File: config.mk
export PLATFORM = sky130hd
export DESIGN_NAME = colorspace_frame_controller
export DESIGN_NICKNAME = d
export VERILOG_FILES = /design/src/rtl/colorspace_frame_controller.sv
export SDC_FILE = /design/constraint.sdc
export NUM_CORES = 1
export LEC_CHECK = 0
export CORE_MARGIN = 2
export CORE_UTILIZATION = 35
export CTS_CLUSTER_SIZE = 16
export DETAILED_ROUTE_END_ITERATION = 12
export DONT_BUFFER_PORTS = 1
export HOLD_SLACK_MARGIN = 0.02
export SLEW_MARGIN = 10
export SYNTH_ARGS = -nofsm -noshare
export SYNTH_HDL_FRONTEND = slang
export SYNTH_SLANG_ARGS = --single-unit
File: constraint.sdc
create_clock -name clock -period 3.7 [get_ports clock]
set_input_delay 0.555 -clock clock [delete_from_list [all_inputs] [get_ports clock]]
set_output_delay 0.555 -clock clock [all_outputs]
set_load 0.03 [all_outputs]
File: src/rtl/colorspace_frame_controller.sv
// Frame sequencer for the RGB->gray converter: paces intake on a pixel tick and tracks pipeline occupancy.
// Results appear CONV_LATENCY advances after load; a stalled tail freezes every advance, so no pixel is dropped.
module colorspace_frame_controller #(
  parameter int IMAGE_WIDTH  = 640,
  parameter int IMAGE_HEIGHT = 480,
  parameter int CONV_LATENCY = 3,
  parameter int PIXEL_DIV    = 4,
  localparam int COL_W = $clog2(IMAGE_WIDTH),
  localparam int ROW_W = $clog2(IMAGE_HEIGHT)
) (
  input  logic             clock,
  input  logic             reset,
  input  logic             enable,
  input  logic             in_valid,
  input  logic             in_sof,
  output logic             in_ready,
  output logic             conv_load,
  output logic             conv_advance,
  output logic             conv_clear,
  input  logic             out_ready,
  output logic             out_valid,
  output logic [COL_W-1:0] out_col,
  output logic [ROW_W-1:0] out_row,
  output logic             out_eol,
  output logic             out_eof,
  output logic             frame_done,
  output logic             sof_error
);

  localparam int DIV_W     = (PIXEL_DIV > 1) ? $clog2(PIXEL_DIV) : 1;
  localparam int PIX_TOTAL = IMAGE_WIDTH * IMAGE_HEIGHT;
  localparam int CNT_W     = $clog2(PIX_TOTAL + 1);

  typedef enum logic [1:0] {IDLE, WAIT_SOF, ACTIVE, DRAIN} state_t;

  state_t                  state_q, state_d;
  logic [DIV_W-1:0]        div_q, div_d;
  logic [CONV_LATENCY-1:0] occ_q, occ_d;
  logic [CNT_W-1:0]        in_count_q, in_count_d;
  logic [COL_W-1:0]        col_q, col_d;
  logic [ROW_W-1:0]        row_q, row_d;

  logic run, tick, tail_valid, stall, xfer, accept;

  // Reset also masks outputs so nothing leaks while state is being cleared.
  assign run          = enable && !reset;
  assign tick         = (div_q == DIV_W'(PIXEL_DIV - 1));
  assign tail_valid   = occ_q[CONV_LATENCY-1];
  assign stall        = tail_valid && !out_ready;
  assign conv_advance = run && tick && !stall;
  assign out_valid    = tail_valid && run && tick;
  assign xfer         = out_valid && out_ready;
  assign in_ready     = conv_advance && ((state_q == WAIT_SOF) || (state_q == ACTIVE));
  assign accept       = in_valid && in_ready;
  assign out_col      = col_q;
  assign out_row      = row_q;
  assign out_eol      = out_valid && (col_q == COL_W'(IMAGE_WIDTH - 1));
  assign out_eof      = out_eol && (row_q == ROW_W'(IMAGE_HEIGHT - 1));

  always_comb begin
    state_d    = state_q;
    div_d      = div_q;
    occ_d      = occ_q;
    in_count_d = in_count_q;
    col_d      = col_q;
    row_d      = row_q;
    conv_load  = 1'b0;
    conv_clear = 1'b0;
    frame_done = 1'b0;
    sof_error  = 1'b0;

    if (run) begin
      div_d = tick ? '0 : div_q + DIV_W'(1);
    end

    if (xfer) begin
      if (col_q == COL_W'(IMAGE_WIDTH - 1)) begin
        col_d = '0;
        row_d = (row_q == ROW_W'(IMAGE_HEIGHT - 1)) ? '0 : row_q + ROW_W'(1);
      end else begin
        col_d = col_q + COL_W'(1);
      end
    end

    case (state_q)
      IDLE: begin
        if (run) begin
          state_d    = WAIT_SOF;
          conv_clear = 1'b1;
        end
      end
      WAIT_SOF: begin
        // Pixels ahead of start-of-frame are consumed and thrown away.
        if (accept && in_sof) begin
          conv_load  = 1'b1;
          in_count_d = CNT_W'(1);
          state_d    = ACTIVE;
        end
      end
      ACTIVE: begin
        if (accept) begin
          conv_load  = 1'b1;
          in_count_d = in_count_q + CNT_W'(1);
          sof_error  = in_sof;
          if (in_count_q == CNT_W'(PIX_TOTAL - 1)) begin
            state_d = DRAIN;
          end
        end
      end
      DRAIN: begin
        if (xfer && out_eof) begin
          state_d    = WAIT_SOF;
          frame_done = 1'b1;
          conv_clear = 1'b1;
          in_count_d = '0;
          col_d      = '0;
          row_d      = '0;
        end
      end
      default: state_d = IDLE;
    endcase

    if (conv_advance) begin
      occ_d[0] = conv_load;
      for (int i = 1; i < CONV_LATENCY; i++) begin
        occ_d[i] = occ_q[i-1];
      end
    end
    if (conv_clear) begin
      occ_d = '0;
    end
  end

  always_ff @(posedge clock) begin
    if (reset) begin
      state_q    <= IDLE;
      div_q      <= '0;
      occ_q      <= '0;
      in_count_q <= '0;
      col_q      <= '0;
      row_q      <= '0;
    end else begin
      state_q    <= state_d;
      div_q      <= div_d;
      occ_q      <= occ_d;
      in_count_q <= in_count_d;
      col_q      <= col_d;
      row_q      <= row_d;
    end
  end

endmodule
Yosys cells after proc, flatten, opt, wreduce, memory -nomap -nowiden
Index checks and enable logic that the tools add are counted.
{"block": "totals", "input_bits": 6, "word_cells": 73, "regBits": 45}
{"block": "op_classes", "n_eq_ne": 12, "muxes": 29, "n_addsub": 4, "reduce_logical": 22}
{"operator": "19-bit 2-to-1 mux", "n": 3}
{"operator": "19-bit case mux with 3 select lines", "n": 1}
{"operator": "9-bit 2-to-1 mux", "n": 5}
{"operator": "10-bit 2-to-1 mux", "n": 4}
{"operator": "19-bit by 1-bit adder with 19-bit output, second input constant", "n": 1}
{"operator": "19-bit equality test, second input constant", "n": 1}
{"operator": "1-bit logical AND", "n": 13}
{"operator": "2-bit 2-to-1 mux", "n": 6}
{"operator": "10-bit by 1-bit adder with 10-bit output, second input constant", "n": 1}
{"operator": "10-bit equality test, second input constant", "n": 1}
{"operator": "9-bit by 1-bit adder with 9-bit output, second input constant", "n": 1}
{"operator": "9-bit equality test, second input constant", "n": 1}
{"operator": "2-bit case mux with 4 select lines", "n": 1}
{"operator": "1-bit 2-to-1 mux", "n": 7}
{"operator": "2-bit equality test, second input constant", "n": 3}
{"operator": "2-bit != test, second input constant", "n": 3}
{"operator": "5-bit AND reduction", "n": 1}
{"operator": "2-bit by 1-bit != test with 1-bit output, second input constant", "n": 2}
{"operator": "1-bit case mux with 2 select lines", "n": 2}
{"operator": "4-bit AND reduction", "n": 1}
{"operator": "1-bit logical NOT", "n": 3}
{"operator": "3-bit nonzero test", "n": 1}
{"operator": "2-bit by 1-bit adder with 2-bit output, second input constant", "n": 1}
{"operator": "2-bit by 1-bit equality test with 1-bit output, second input constant", "n": 1}
{"operator": "other kinds (3)", "n": 3}

Logic depth before layout (Yosys ltp)
Gate-level depths: netlist of run 1.
{"block": "depth", "depth_word": 10, "ltp_mapped": 8}

Worst setup path before layout of run 1
OpenSTA, ideal clock, no wires.
{"block": "synth_path", "kind": "register to output", "startpoint": "register col_q[0] (netlist: out_col[0])", "endpoint": "output port out_eof", "setup_slack_ps": 663, "n_path_buf": 0, "required_time_ps": 3145, "arrival_time_ps": 2482, "stages_incl_launch_ff": 5, "path_cell_list": "dfxtp_1 > ha_1 > nand4bb_2 > nor4_1 > and2_1"}
{"block": "synth_via", "elab_chain_cells": 3}
{"element": "start, declared", "line": "40", "text": "logic [COL_W-1:0] col_q, col_d;"}
{"element": "start signal, assigned", "line": "147", "text": "col_q <= col_d;"}
{"element": "10-bit equality test", "line": "57", "text": "assign out_eol = out_valid && (col_q == COL_W'(IMAGE_WIDTH - 1));"}
{"element": "1-bit logical AND", "line": "57"}
{"element": "named net out_eol", "line": "24", "text": "output logic out_eol,"}
{"element": "1-bit logical AND", "line": "58", "text": "assign out_eof = out_eol && (row_q == ROW_W'(IMAGE_HEIGHT - 1));"}
{"element": "end, declared", "line": "25", "text": "output logic out_eof,"}
The timed path passes the listed nets, and every way through them passes these cells.

Worst setup path in the final report of run 1
{"block": "layout_path", "startpoint": "register row_q[1] (netlist: out_row[1])", "endpoint": "output port conv_clear"}
{"block": "layout_via", "elab_chain_cells": 5}
{"element": "start, declared", "line": "41", "text": "logic [ROW_W-1:0] row_q, row_d;"}
{"element": "start signal, assigned", "line": "148", "text": "row_q <= row_d;"}
{"element": "9-bit equality test", "line": "58"}
{"element": "1-bit logical AND", "line": "58"}
{"element": "1-bit logical AND", "line": "111", "text": "if (xfer && out_eof) begin"}
{"element": "1-bit 2-to-1 mux", "line": "111"}
{"element": "1-bit case mux with 2 select lines", "line": "85", "text": "case (state_q)"}
{"element": "end, declared", "line": "19", "text": "output logic conv_clear,"}
No other way between the ends.

==> impl_results.rst, run 1 <==
.. list-table::
   :header-rows: 1

   * - Metric
     - Value
   * - Kind of launch point of the worst setup path
     - register
   * - Area delta synth->final
     - 8.219%
   * - Initial Utilization
     - 0.3564
   * - Reg-to-reg slack, setup
     - 0.98 ns
   * - Unrepaired setup endpoints after global routing
     - false
   * - Num ports
     - 34
   * - Synthesized netlist cell count
     - 302
   * - Resized cells post-CTS
     - 0
   * - Highest fanout seen on the critical path
     - 5
   * - Post-CTS Setup Bufs
     - 0
   * - Reg-to-reg critical path endpoint
     - in_count_q[11]
   * - Status
     - finished clean
   * - Total power divided by cell area
     - 425.6 mW/mm^2
   * - Final Slew Violations
     - 0
   * - Cell depth of the worst flop-to-flop path
     - 6
   * - Max-capacitance violation count
     - 0
   * - First-pass iteration count of the detailed router
     - 4
   * - Count of input and output buffers
     - 0
   * - Flop pwr share
     - 0.433
   * - Net switching power of the design
     - 0.4367 mW
   * - PnR Total Power
     - 1.178 mW
   * - Initial antenna violation count
     - 0
   * - Sw frac
     - 0.3707
   * - Post-CTS Hold Buffers
     - 0
   * - Transition time of the tightest slew-check pin
     - 0.6583 ns
   * - Maximum ir drop on the vdd rail
     - 153.3 uV
   * - Relative max-transition margin
     - 0.5575
   * - Average cell area after synthesis
     - 8.468 sq um
   * - H-Tree Depth
     - 2
   * - Sum Neg Setup Slack
     - 0 ns
   * - Clk root buf
     - clkbuf_8
   * - Total number of yosys warnings
     - 0
   * - Number of standard cells in the final layout excluding fillers
     - 405
   * - Critical Path End
     - conv_clear
   * - Total standard cell area after synthesis
     - 0.002557 sq mm
   * - Die outline width
     - 89.48 um
   * - Number of buffers added by the clock tree synthesis step
     - 5
   * - Beginning of the critical path
     - out_row[1]
   * - Dpl hpwl
     - 4202 um
   * - Fraction of final layout cells with drive strength greater than 1
     - 0.08824
   * - Vertical extent of the die
     - 89.48 um
   * - All-layer global routing usage
     - 0.1487
   * - Per-cell routed wire length
     - 14.43 um
   * - Routability congestion estimate from global placement
     - 0.7634
   * - Final count of hold timing violations
     - 0
   * - DR vias
     - 2242
   * - Wire length of the first global-routing pass
     - 9411 um
   * - Iteration-0 DRC count of the detailed router
     - 109
   * - Startpoint of the most critical register-to-register path
     - out_row[1]
   * - Antenna diode count
     - 0
   * - Data arrival time of the critical path
     - 2.58 ns
   * - Type of the worst setup path
     - register to primary output
   * - Overflow after GRT
     - 0
   * - Proportion of power drawn by combinational gates
     - 0.307
   * - Clock-pin slew reported for the worst setup and hold paths after clock tree synthesis
     - 0.09 ns
   * - Number of rows in the core area
     - 31
   * - Number of nets in the synthesized netlist
     - 317
   * - Nature of the critical path endpoint
     - primary output
   * - Maximum number of pins on one net before global-route repair
     - 33
   * - Final worst path period need
     - 3.140 ns
   * - Number of clock sinks
     - 45
   * - Clk pwr share
     - 0.259
   * - Sequential-to-total area share from yosys stat
     - 0.3523
   * - Yosys cell types
     - 54
   * - Final clock skew
     - 0.005042 ns
   * - Portion of the clock cycle consumed by the worst path in the final layout
     - 0.8485
   * - Internal power
     - 0.7412 mW
   * - Critical path data required time
     - 3.14 ns
   * - Post-route DRC
     - 0
   * - Routed wire length
     - 5846 um
   * - Worst skew pair latency
     - 0.30 ns
   * - Synth Register Bits
     - 45
   * - Per-cell via count in the routed design
     - 5.536
   * - # setup viols final
     - 0
   * - Worst min path class
     - input port to register
   * - Max Fclk
     - 318.5 MHz
   * - Core area
     - 0.007176 sq mm
   * - Number of instances in the placed design
     - 397
   * - DRT antenna net count
     - 0
   * - Number of nets in the layout
     - 320
   * - Vias in the first global route
     - 1990
   * - Clock Tree Buf Depth
     - 2
   * - TritonCTS clock tree
     - done
   * - Die Footprint
     - 0.008007 sq mm
   * - Cell leakage power
     - 0.9613 nW
power groups by stage:
stage	sequential, mW	combinational, mW	clock (mW)
after global placement	0.522	0.362	0
after global routing	0.515	0.406	0.337
after floorplan	0.519	0.291	0
after detailed placement	0.522	0.364	0
after CTS	0.511	0.365	0.320
final	0.510	0.362	0.306
critical path, stage by stage, from the launching register on:
cell and delay (ns):
dfxtp_1 0.59, ha_1 0.29, nand4_1 0.22, nor4_4 0.42, and2_1 0.17, buf_4 0.18, inv_1 0.05, a21oi_1 0.16
buf_4 0.19
area by class of cell:
type,instances,area [sq um]
Clock buffer,6,72.57
Timing Repair Buffer,7,52.55
Inverter,13,48.80
Clock inverter,2,15.01
Fill cell,745,4408
Multi-Input combinational cell,233,1554
Sequential cell,45,900.9
Tap cell,99,123.9
worst min path at each step:
| stage | startpoint | to | slack, ns | cells past startpoint |
|---|---|---|---|---|
| after floorplan | occ_q[1] | occ_q[2] | 0.43 | 2 |
| after global placement | occ_q[1] | occ_q[2] | 0.45 | 2 |
| after detailed placement | occ_q[1] | occ_q[2] | 0.45 | 2 |
| after CTS | reset | div_q[0] | 0.30 | 1 |
| after global routing | reset | in_count_q[2] | 0.30 | 1 |
| final | reset | div_q[0] | 0.31 | 1 |
kinds of logic (layout without fill, tap and decap cells):
logic type,Yosys count,count (layout),share of synthesized area
AND/OR/NAND/NOR,140,140,0.3209
AO/OA/AOI/OAI,66,66,0.1776
flip-flops,45,45,0.3522
buffers and inverters,24,28,0.04011
XOR/XNOR,12,12,0.04110
adder cells (fa/ha/maj),9,9,0.04403
multiplexers,6,6,0.02397
cells in the final DEF (no fill, tap or decap), types with 2 or more instances in the layout:
cell and instances:
o21ai_0 13, a31oi_1 13, ha_1 9, xor2_1 6, or3_1 3, a311oi_1 11
and4_1 3, nand4_1 11, nor2_1 31, buf_4 7, nand2b_1 5, a41oi_1 3
a21oi_1 11, dfxtp_1 45, a21o_1 3, clkbuf_8 5, nand3_1 9, a211oi_1 2
nor2b_1 3, mux2i_1 5, and2_1 4, nor3_1 13, clkinvlp_4 2, nand3b_1 2
nor4_4 3, xnor2_1 6, inv_1 12, nor4_1 3, and3_1 9, nand2_1 30
state kept, by name, summed over array words and instances, names as in the netlist:
signal,count
state_q,2
out_row,9
in_count_q,19
out_col,10
occ_q,3
div_q,2
per-layer routing:
layer | global-route usage | wire length [um] | up-vias
met5 | 0 | 0 | -
met4 | 0.04478 | 59 | 0
met3 | 0.03509 | 324 | 7
met2 | 0.2525 | 2829 | 53
met1 | 0.1868 | 2633 | 1048
li1 | - | - | 1134
synthesized netlist by cell type (all sizes together):
| master | number | area [sq um] |
|---|---|---|
| clkinv | 1 | 3.750 |
| clkbuf | 4 | 15.01 |
| a31o | 1 | 8.760 |
| nand4b | 2 | 32.53 |
| and2 | 4 | 25.02 |
| nor4 | 7 | 95.09 |
| ha | 9 | 112.6 |
| a21o | 3 | 22.52 |
| nand3b | 2 | 15.01 |
| a31oi | 13 | 81.33 |
| or3 | 3 | 18.77 |
| nand4 | 12 | 90.09 |
| a21boi | 1 | 7.510 |
| a21oi | 12 | 63.81 |
| o311ai | 1 | 8.760 |
| xnor2 | 6 | 52.55 |
| nor3b | 1 | 7.510 |
| a221oi | 1 | 8.760 |
| o41ai | 1 | 8.760 |
| o41a | 1 | 11.26 |
| a211oi | 2 | 15.01 |
| mux2 | 1 | 11.26 |
| or4 | 1 | 7.510 |
| nor3 | 14 | 75.07 |
| a22oi | 1 | 7.510 |
| nor4b | 1 | 15.01 |
| mux2i | 5 | 50.05 |
| a41oi | 3 | 26.28 |
| and4 | 3 | 26.28 |
| dfxtp | 45 | 900.9 |
| o21a | 1 | 7.510 |
| nor2 | 31 | 116.4 |
| xor2 | 6 | 52.55 |
| nand4bb | 1 | 16.27 |
| nand3 | 9 | 45.04 |
| or2 | 1 | 6.260 |
| a311oi | 12 | 111.4 |
| and3 | 9 | 56.30 |
| nand2b | 5 | 31.28 |
| nor4bb | 1 | 10.01 |
| nor2b | 3 | 18.77 |
| buf | 7 | 38.78 |
| inv | 12 | 45.04 |
| nand2 | 30 | 112.6 |
| o21ai | 13 | 65.06 |
through the flow:
| stage | hold WS, ns | utilization | cell area [sq um] | setup WS (ns) |
|---|---|---|---|---|
| after global routing | 0.2998 | 0.3857 | 2768 | 0.3873 |
| after detailed placement | 0.4509 | 0.3735 | 2680 | 0.8494 |
| final | 0.3132 | 0.3857 | 2768 | 0.5604 |
| after global placement | 0.4469 | 0.3735 | 2680 | 0.9021 |
| after floorplan | 0.4313 | - | 2557 | 0.6635 |
| after CTS | 0.2985 | 0.3857 | 2768 | 0.5005 |
No activity file was read; power rests on OpenSTA's default activity.
==> run 2, diff against run 1 <==
==> constraint.sdc (replaced) <==
create_clock -name clock -period 2.8 [get_ports clock]
set_input_delay 0.42 -clock clock [delete_from_list [all_inputs] [get_ports clock]]
set_output_delay 0.42 -clock clock [all_outputs]
set_load 0.03 [all_outputs]
==> run 2 against run 1 <==
Sequential power is 32% higher. Clock skew up 0.0054 ns. First-iteration DRC count shrank 29%. Non-clock buffer count grew 19. Hold slack lost 0.14 ns. Global-route usage increased by 0.96 points. Core utilization is 2.4 points higher. Critical path type unchanged.
==> impl_results.rst, run 2 (same netlist as run 1, synthesis figures left out) <==
.. list-table::
   :header-rows: 1

   * - Metric
     - Value
   * - Post-placement cell area
     - 0.002829 sq mm (+5.6%)
   * - Initial Utilization
     - 0.3564 (unchanged)
   * - Die outline width
     - 89.48 um (unchanged)
   * - All-layer global routing usage
     - 0.1583 (+0.009550)
   * - TritonCTS clock tree
     - done
   * - Final worst path period need
     - 2.510 ns
   * - Relative max-transition margin
     - 0.6597 (+0.1022)
   * - Post-CTS Setup Bufs
     - 0 (unchanged)
   * - Final Slew Violations
     - 0 (unchanged)
   * - Maximum number of pins on one net before global-route repair
     - 33 (unchanged)
   * - Number of buffers added by the clock tree synthesis step
     - 5 (unchanged)
   * - Highest fanout seen on the critical path
     - 7 (+2)
   * - Transition time of the tightest slew-check pin
     - 0.5104 ns (-0.1479 ns)
   * - Cell leakage power
     - 1.082 nW (+13%)
   * - Routability congestion estimate from global placement
     - 0.7759 (+1.6%)
   * - Max Fclk
     - 398.3 MHz
   * - DRT antenna net count
     - 0 (unchanged)
   * - Overflow after GRT
     - 0 (unchanged)
   * - H-Tree Depth
     - 2 (unchanged)
   * - Count of input and output buffers
     - 0 (unchanged)
   * - Area delta synth->final
     - 14.97%
   * - Routed wire length
     - 6124 um (+4.8%)
   * - Final count of hold timing violations
     - 0 (unchanged)
   * - Largest reg by FF count
     - in_count_q
   * - Max reg flops
     - 19 (unchanged)
   * - Type of the worst setup path
     - register to primary output
   * - # setup viols final
     - 0 (unchanged)
   * - Internal power
     - 1.099 mW (+48%)
   * - Per-cell via count in the routed design
     - 5.493 (-0.77%)
   * - Iteration-0 DRC count of the detailed router
     - 77 (-29%)
   * - Core area
     - 0.007176 sq mm (unchanged)
   * - Resized cells post-CTS
     - 0 (unchanged)
   * - Clk root buf
     - clkbuf_8
   * - Number of clock sinks
     - 45 (unchanged)
   * - Number of rows in the core area
     - 31 (unchanged)
   * - Worst skew pair latency
     - 0.30 ns (about the same)
   * - Clock Tree Buf Depth
     - 2 (unchanged)
   * - Critical path data required time
     - 2.38 ns (-0.76 ns)
   * - Net switching power of the design
     - 0.5993 mW (+37%)
   * - Fraction of final layout cells with drive strength greater than 1
     - 0.1446 (+0.05638)
   * - First-pass iteration count of the detailed router
     - 4 (unchanged)
   * - Total power divided by cell area
     - 577.7 mW/mm^2 (+36%)
   * - Clock-pin slew reported for the worst setup and hold paths after clock tree synthesis
     - 0.09 ns (about the same)
   * - Unrepaired setup endpoints after global routing
     - false
   * - Worst min path class
     - input port to register
   * - Sw frac
     - 0.3528 (-0.01796)
   * - Dpl hpwl
     - 4460 um (+6.1%)
   * - Maximum ir drop on the vdd rail
     - 247.9 uV (+62%)
   * - Clk pwr share
     - 0.298 (+0.039)
   * - Leading cell type in the layout, fill and taps excluded
     - dfxtp_1
   * - DR vias
     - 2329 (+3.9%)
   * - Vertical extent of the die
     - 89.48 um (unchanged)
   * - Wire length of the first global-routing pass
     - 9984 um (+6.1%)
   * - Sum Neg Setup Slack
     - 0 ns (unchanged)
   * - Data arrival time of the critical path
     - 2.09 ns (-0.49 ns)
   * - Most used cells in the layout excluding fill and tap cells
     - dfxtp_1, nor2_1, nand2_1
   * - WP buf/inv
     - 2 (-1)
   * - Post-CTS Hold Buffers
     - 0 (unchanged)
   * - Cell family with most CP delay
     - simple AND/OR/NAND/NOR gates
   * - Nature of the critical path endpoint
     - primary output
   * - Number of nets in the layout
     - 339 (+5.9%)
   * - Portion of the clock cycle consumed by the worst path in the final layout
     - 0.8966
   * - Status
     - finished clean
   * - Post-route DRC
     - 0 (unchanged)
   * - Max-capacitance violation count
     - 0 (unchanged)
   * - Final design instance area without fill
     - 0.002940 sq mm (+6.2%)
   * - Maximum single-stage delay on the critical path
     - 0.59 ns (about the same)
   * - Proportion of power drawn by combinational gates
     - 0.305 (-0.002)
   * - Per-cell routed wire length
     - 14.44 um (about the same)
   * - Kind of launch point of the worst setup path
     - register
   * - Num ports
     - 34 (unchanged)
   * - Slowest stage cell, crit path
     - dfxtp_1
   * - Critical Path, Cell by Cell
     - nand4_4 > nor3_2 > and2_1 > inv_1 > a21oi_1 > buf_4
   * - Die Footprint
     - 0.008007 sq mm (unchanged)
   * - Initial antenna violation count
     - 0 (unchanged)
   * - Final clock skew
     - 0.01048 ns (+0.005439 ns)
   * - Flop pwr share
     - 0.398 (-0.035)
   * - Vias in the first global route
     - 2156 (+8.3%)
   * - Antenna diode count
     - 0 (unchanged)
## run 2: final cells by class
class / instances / area, sq um
clock buffers: 6 / 72.57
multi-input cells: 233 / 1560
fillers: 746 / 4235
repair buffers: 26 / 195.2
clock inverters: 2 / 38.79
flip-flops and latches: 45 / 900.9
inverters: 13 / 48.80
well taps: 99 / 123.9
## run 2: routing by layer
metal / up-vias / track usage / wire, um
li1: 1161 / - / -
met1: 1093 / 0.2017 / 2812
met2: 65 / 0.2620 / 2851
met3: 10 / 0.04063 / 365
met4: 0 / 0.05020 / 94
met5: - / 0 / 0
## run 2: power groups by stage
stage                     Combinational, mW  Clock, mW  Sequential (mW)
after floorplan                       0.385          0            0.685
after global routing                  0.579      0.532            0.679
after detailed placement              0.509          0            0.689
after global placement                0.506          0            0.688
after CTS                             0.512      0.514            0.675
final                                 0.517      0.506            0.675
## run 2: path summary, 6_finish.rpt
kind	to	depth (start not counted)	start	slack, ns
worst max register to register	state_q[0]	7	state_q[1]	0.36
worst min register to register	occ_q[2]	2	occ_q[1]	0.46
worst max-delay path	conv_clear	6	out_col[5]	0.29
worst min-delay path	out_col[1]	1	reset	0.17
## run 2: per-stage QoR
step | utilization | power, mW | hold WS (ns) | setup slack (ns) | cells
2_1_floorplan | - | 1.070 | 0.4313 | 0.06165 | 302
3_3_place_gp | 0.3942 | 1.194 | 0.4443 | 0.5221 | 416
3_5_place_dp | 0.3942 | 1.198 | 0.4474 | 0.3969 | 416
4_1_cts | 0.4098 | 1.700 | 0.1615 | 0.2359 | 424
5_1_grt | 0.4098 | 1.791 | 0.1619 | 0.1116 | 424
6_report | 0.4098 | 1.699 | 0.1748 | 0.2896 | 424
==> run 3, diff against run 2 <==
--- a/config.mk
+++ b/config.mk
@@ -10,6 +10,7 @@
 export CTS_CLUSTER_SIZE = 16
 export DETAILED_ROUTE_END_ITERATION = 12
 export DONT_BUFFER_PORTS = 1
+export GPL_TIMING_DRIVEN = 0
 export HOLD_SLACK_MARGIN = 0.02
 export SLEW_MARGIN = 10
 export SYNTH_ARGS = -nofsm -noshare
==> run 3 against run 2 <==
First-iteration DRC count increased by 42%. Largest cell class unchanged. Combinational power increased by 6.6%. Clock skew decreased by 0.0039 ns. Sequential power about the same. Routed wire length increased by 4.7%. Critical endpoint is now out_eof. Core utilization decreased by 1.4 points. Cell count decreased by 3.5%.
==> impl_results.rst, run 3 (same netlist as run 1, synthesis figures left out) <==
.. list-table::
   :header-rows: 1

   * - Metric
     - Value
   * - Status
     - finished clean
   * - Sum Neg Setup Slack
     - 0 ns (unchanged)
   * - Relative max-transition margin
     - 0.5347 (-0.1250)
   * - Fraction of final layout cells with drive strength greater than 1
     - 0.1194 (-0.02526)
   * - Proportion of power drawn by combinational gates
     - 0.323 (+0.018)
   * - Worst Hold Depth
     - 2 (+1)
   * - Leading cell type in the layout, fill and taps excluded
     - dfxtp_1
   * - Total power divided by cell area
     - 601.3 mW/mm^2 (+4.1%)
   * - Per-cell routed wire length
     - 15.67 um (+8.5%)
   * - Core area
     - 0.007176 sq mm (unchanged)
   * - Worst min path class
     - input port to register
   * - Hold Path End
     - div_q[1]
   * - Maximum number of pins on one net before global-route repair
     - 14 (-58%)
   * - H-Tree Depth
     - 2 (unchanged)
   * - Maximum ir drop on the vdd rail
     - 276.1 uV (+11%)
   * - Num ports
     - 34 (unchanged)
   * - Maximum single-stage delay on the critical path
     - 0.54 ns (-0.05 ns)
   * - Critical Path, Cell by Cell
     - ha_1 > nand4bb_2 > nor4_4 > and2_1
   * - Final worst path period need
     - 2.659 ns (+0.1484 ns)
   * - Initial antenna violation count
     - 0 (unchanged)
   * - Number of rows in the core area
     - 31 (unchanged)
   * - Net switching power of the design
     - 0.6213 mW (+3.7%)
   * - Max-capacitance violation count
     - 0 (unchanged)
   * - Slowest stage cell, crit path
     - nor4_4
   * - DR vias
     - 2322 (-0.30%)
   * - Max reg flops
     - 19 (unchanged)
   * - Iteration-0 DRC count of the detailed router
     - 109 (+42%)
   * - Cell leakage power
     - 1.021 nW (-5.7%)
   * - Per-cell via count in the routed design
     - 5.677 (+3.4%)
   * - Dpl hpwl
     - 4649 um (+4.2%)
   * - Cell depth of the worst flop-to-flop path
     - 7 (unchanged)
   * - Flop pwr share
     - 0.396 (-0.002)
   * - Critical path data required time
     - 2.38 ns (about the same)
   * - Routability congestion estimate from global placement
     - 0.7839 (+1.0%)
   * - Transition time of the tightest slew-check pin
     - 0.6922 ns (+0.1818 ns)
   * - Final Slew Violations
     - 0 (unchanged)
   * - Routed wire length
     - 6409 um (+4.7%)
   * - Vertical extent of the die
     - 89.48 um (unchanged)
   * - Worst hold slack
     - 0.2944 ns (+0.1196 ns)
   * - Overflow after GRT
     - 0 (unchanged)
   * - Reg-to-reg critical path endpoint
     - state_q[0]
   * - # setup viols final
     - 0 (unchanged)
   * - Clock-pin slew reported for the worst setup and hold paths after clock tree synthesis
     - 0.09 ns (about the same)
   * - All-layer global routing usage
     - 0.1602 (+0.001884)
   * - Area delta synth->final
     - 11.01%
   * - Clock Tree Buf Depth
     - 2 (unchanged)
   * - TritonCTS clock tree
     - done
   * - Data arrival time of the critical path
     - 2.24 ns (+0.15 ns)
   * - Die Footprint
     - 0.008007 sq mm (unchanged)
   * - Worst skew pair latency
     - 0.30 ns (about the same)
   * - Nature of the critical path endpoint
     - primary output
   * - Reg-to-reg slack, setup
     - 0.22 ns (-0.14 ns)
   * - Vias in the first global route
     - 2141 (-0.70%)
   * - Unrepaired setup endpoints after global routing
     - false
   * - Source of the worst hold timing path
     - enable
   * - First-pass iteration count of the detailed router
     - 4 (unchanged)
   * - Max Fclk
     - 376.1 MHz (-5.6%)
   * - Most used cells in the layout excluding fill and tap cells
     - dfxtp_1, nand2_1, nor2_1
   * - Worst setup slack before clock tree synthesis
     - -0.3283 ns (-0.7252 ns)
   * - End-of-flow core utilization
     - 0.3956 (-0.01412)
   * - Portion of the clock cycle consumed by the worst path in the final layout
     - 0.9496 (+0.05300)
   * - Number of nets in the layout
     - 325 (-4.1%)
   * - Clk pwr share
     - 0.281 (-0.017)
   * - DRT antenna net count
     - 0 (unchanged)
   * - Wire length of the first global-routing pass
     - 10130 um (+1.5%)
   * - Number of buffers added by the clock tree synthesis step
     - 5 (unchanged)
   * - Internal power
     - 1.086 mW (-1.2%)
   * - Startpoint of the most critical register-to-register path
     - state_q[0]
   * - Final clock skew
     - 0.006580 ns (-0.003901 ns)
   * - Count of input and output buffers
     - 0 (unchanged)
   * - Type of the worst setup path
     - register to primary output
   * - Clk root buf
     - clkbuf_8
   * - Highest fanout seen on the critical path
     - 6 (-1)
   * - Setup slack after layout
     - 0.1412 ns (-0.1484 ns)
   * - Largest reg by FF count
     - in_count_q
   * - Sw frac
     - 0.3640 (+0.01120)
   * - Final count of hold timing violations
     - 0 (unchanged)
   * - Antenna diode count
     - 0 (unchanged)
   * - Die outline width
     - 89.48 um (unchanged)
   * - Number of clock sinks
     - 45 (unchanged)
   * - Post-route DRC
     - 0 (unchanged)
   * - Kind of launch point of the worst setup path
     - register
   * - Initial Utilization
     - 0.3564 (unchanged)
[run 3: changes by cell type in the layout (fill, tap and decap cells not counted), moves of 2 or more]
cell | previous run | this run
buf_4 | 26 | 3
dfxtp_1 | 45 | 41
buf_2 | 0 | 4
nor2_2 | 0 | 2
nor2_1 | 31 | 29
clkbuf_1 | 1 | 3
dfxtp_2 | 0 | 4
[run 3: repair_timing]
action,4_1_cts,5_1_grt
gates resized for setup,10,4
pin swaps,1,1
endpoints found under the setup margin,2,13
setup buffers,0,1
hold buffers,0,0
[run 3: worst max path at each step]
stage / from / endpoint / slack (ns) / cells after the start
after global routing: state_q[1] / state_q[0] / 0.01 / 7
after floorplan: out_row[0] / conv_clear / 0.06 / 6
after global placement: out_row[0] / conv_clear / -0.33 / 6
after CTS: div_q[0] / conv_load / 0.02 / 5
final: out_col[0] / out_eof / 0.14 / 4
after detailed placement: out_row[0] / conv_clear / -0.33 / 6
[run 3: critical path: cells and delay by family, from the launching register on]
kind	cells	cell delay, ns
adder cells (fa/ha/maj)	1	0.26
flip-flops	1	0.48
AND/OR/NAND/NOR	3	1.20
[run 3: through the flow]
stage	power, mW	instance area (sq um)	cells
2_1_floorplan	1.070	2564	302
3_3_place_gp	1.199	2688	401
3_5_place_dp	1.212	2688	401
4_1_cts	1.704	2825	408
5_1_grt	1.789	2839	409
6_report	1.707	2839	409
[run 3: per-layer routing]
metal | vias up | routed length (um) | track usage
met4 | 0 | 75 | 0.04478
met3 | 13 | 329 | 0.03509
li1 | 1131 | - | -
met5 | - | 0 | 0
met1 | 1111 | 2921 | 0.1975
met2 | 67 | 3083 | 0.2801
[run 3: area by class of cell]
type,count,area [sq um]
Buffer,11,55.05
Clock buffer,5,68.82
Inverter,13,48.80
Fill cell,723,4337
Clock inverter,2,35.03
Multi-Input combinational cell,233,1594
Tap cell,99,123.9
Sequential cell,45,905.9
Timing Repair Buffer,1,7.507
[run 3: power groups by stage]
| stage | Clock (mW) | Combinational [mW] | Sequential (mW) |
|---|---|---|---|
| after floorplan | 0 | 0.385 | 0.685 |
| after global placement | 0 | 0.510 | 0.689 |
| after detailed placement | 0 | 0.522 | 0.690 |
| after CTS | 0.490 | 0.538 | 0.675 |
| after global routing | 0.512 | 0.598 | 0.678 |
| final | 0.480 | 0.551 | 0.676 |
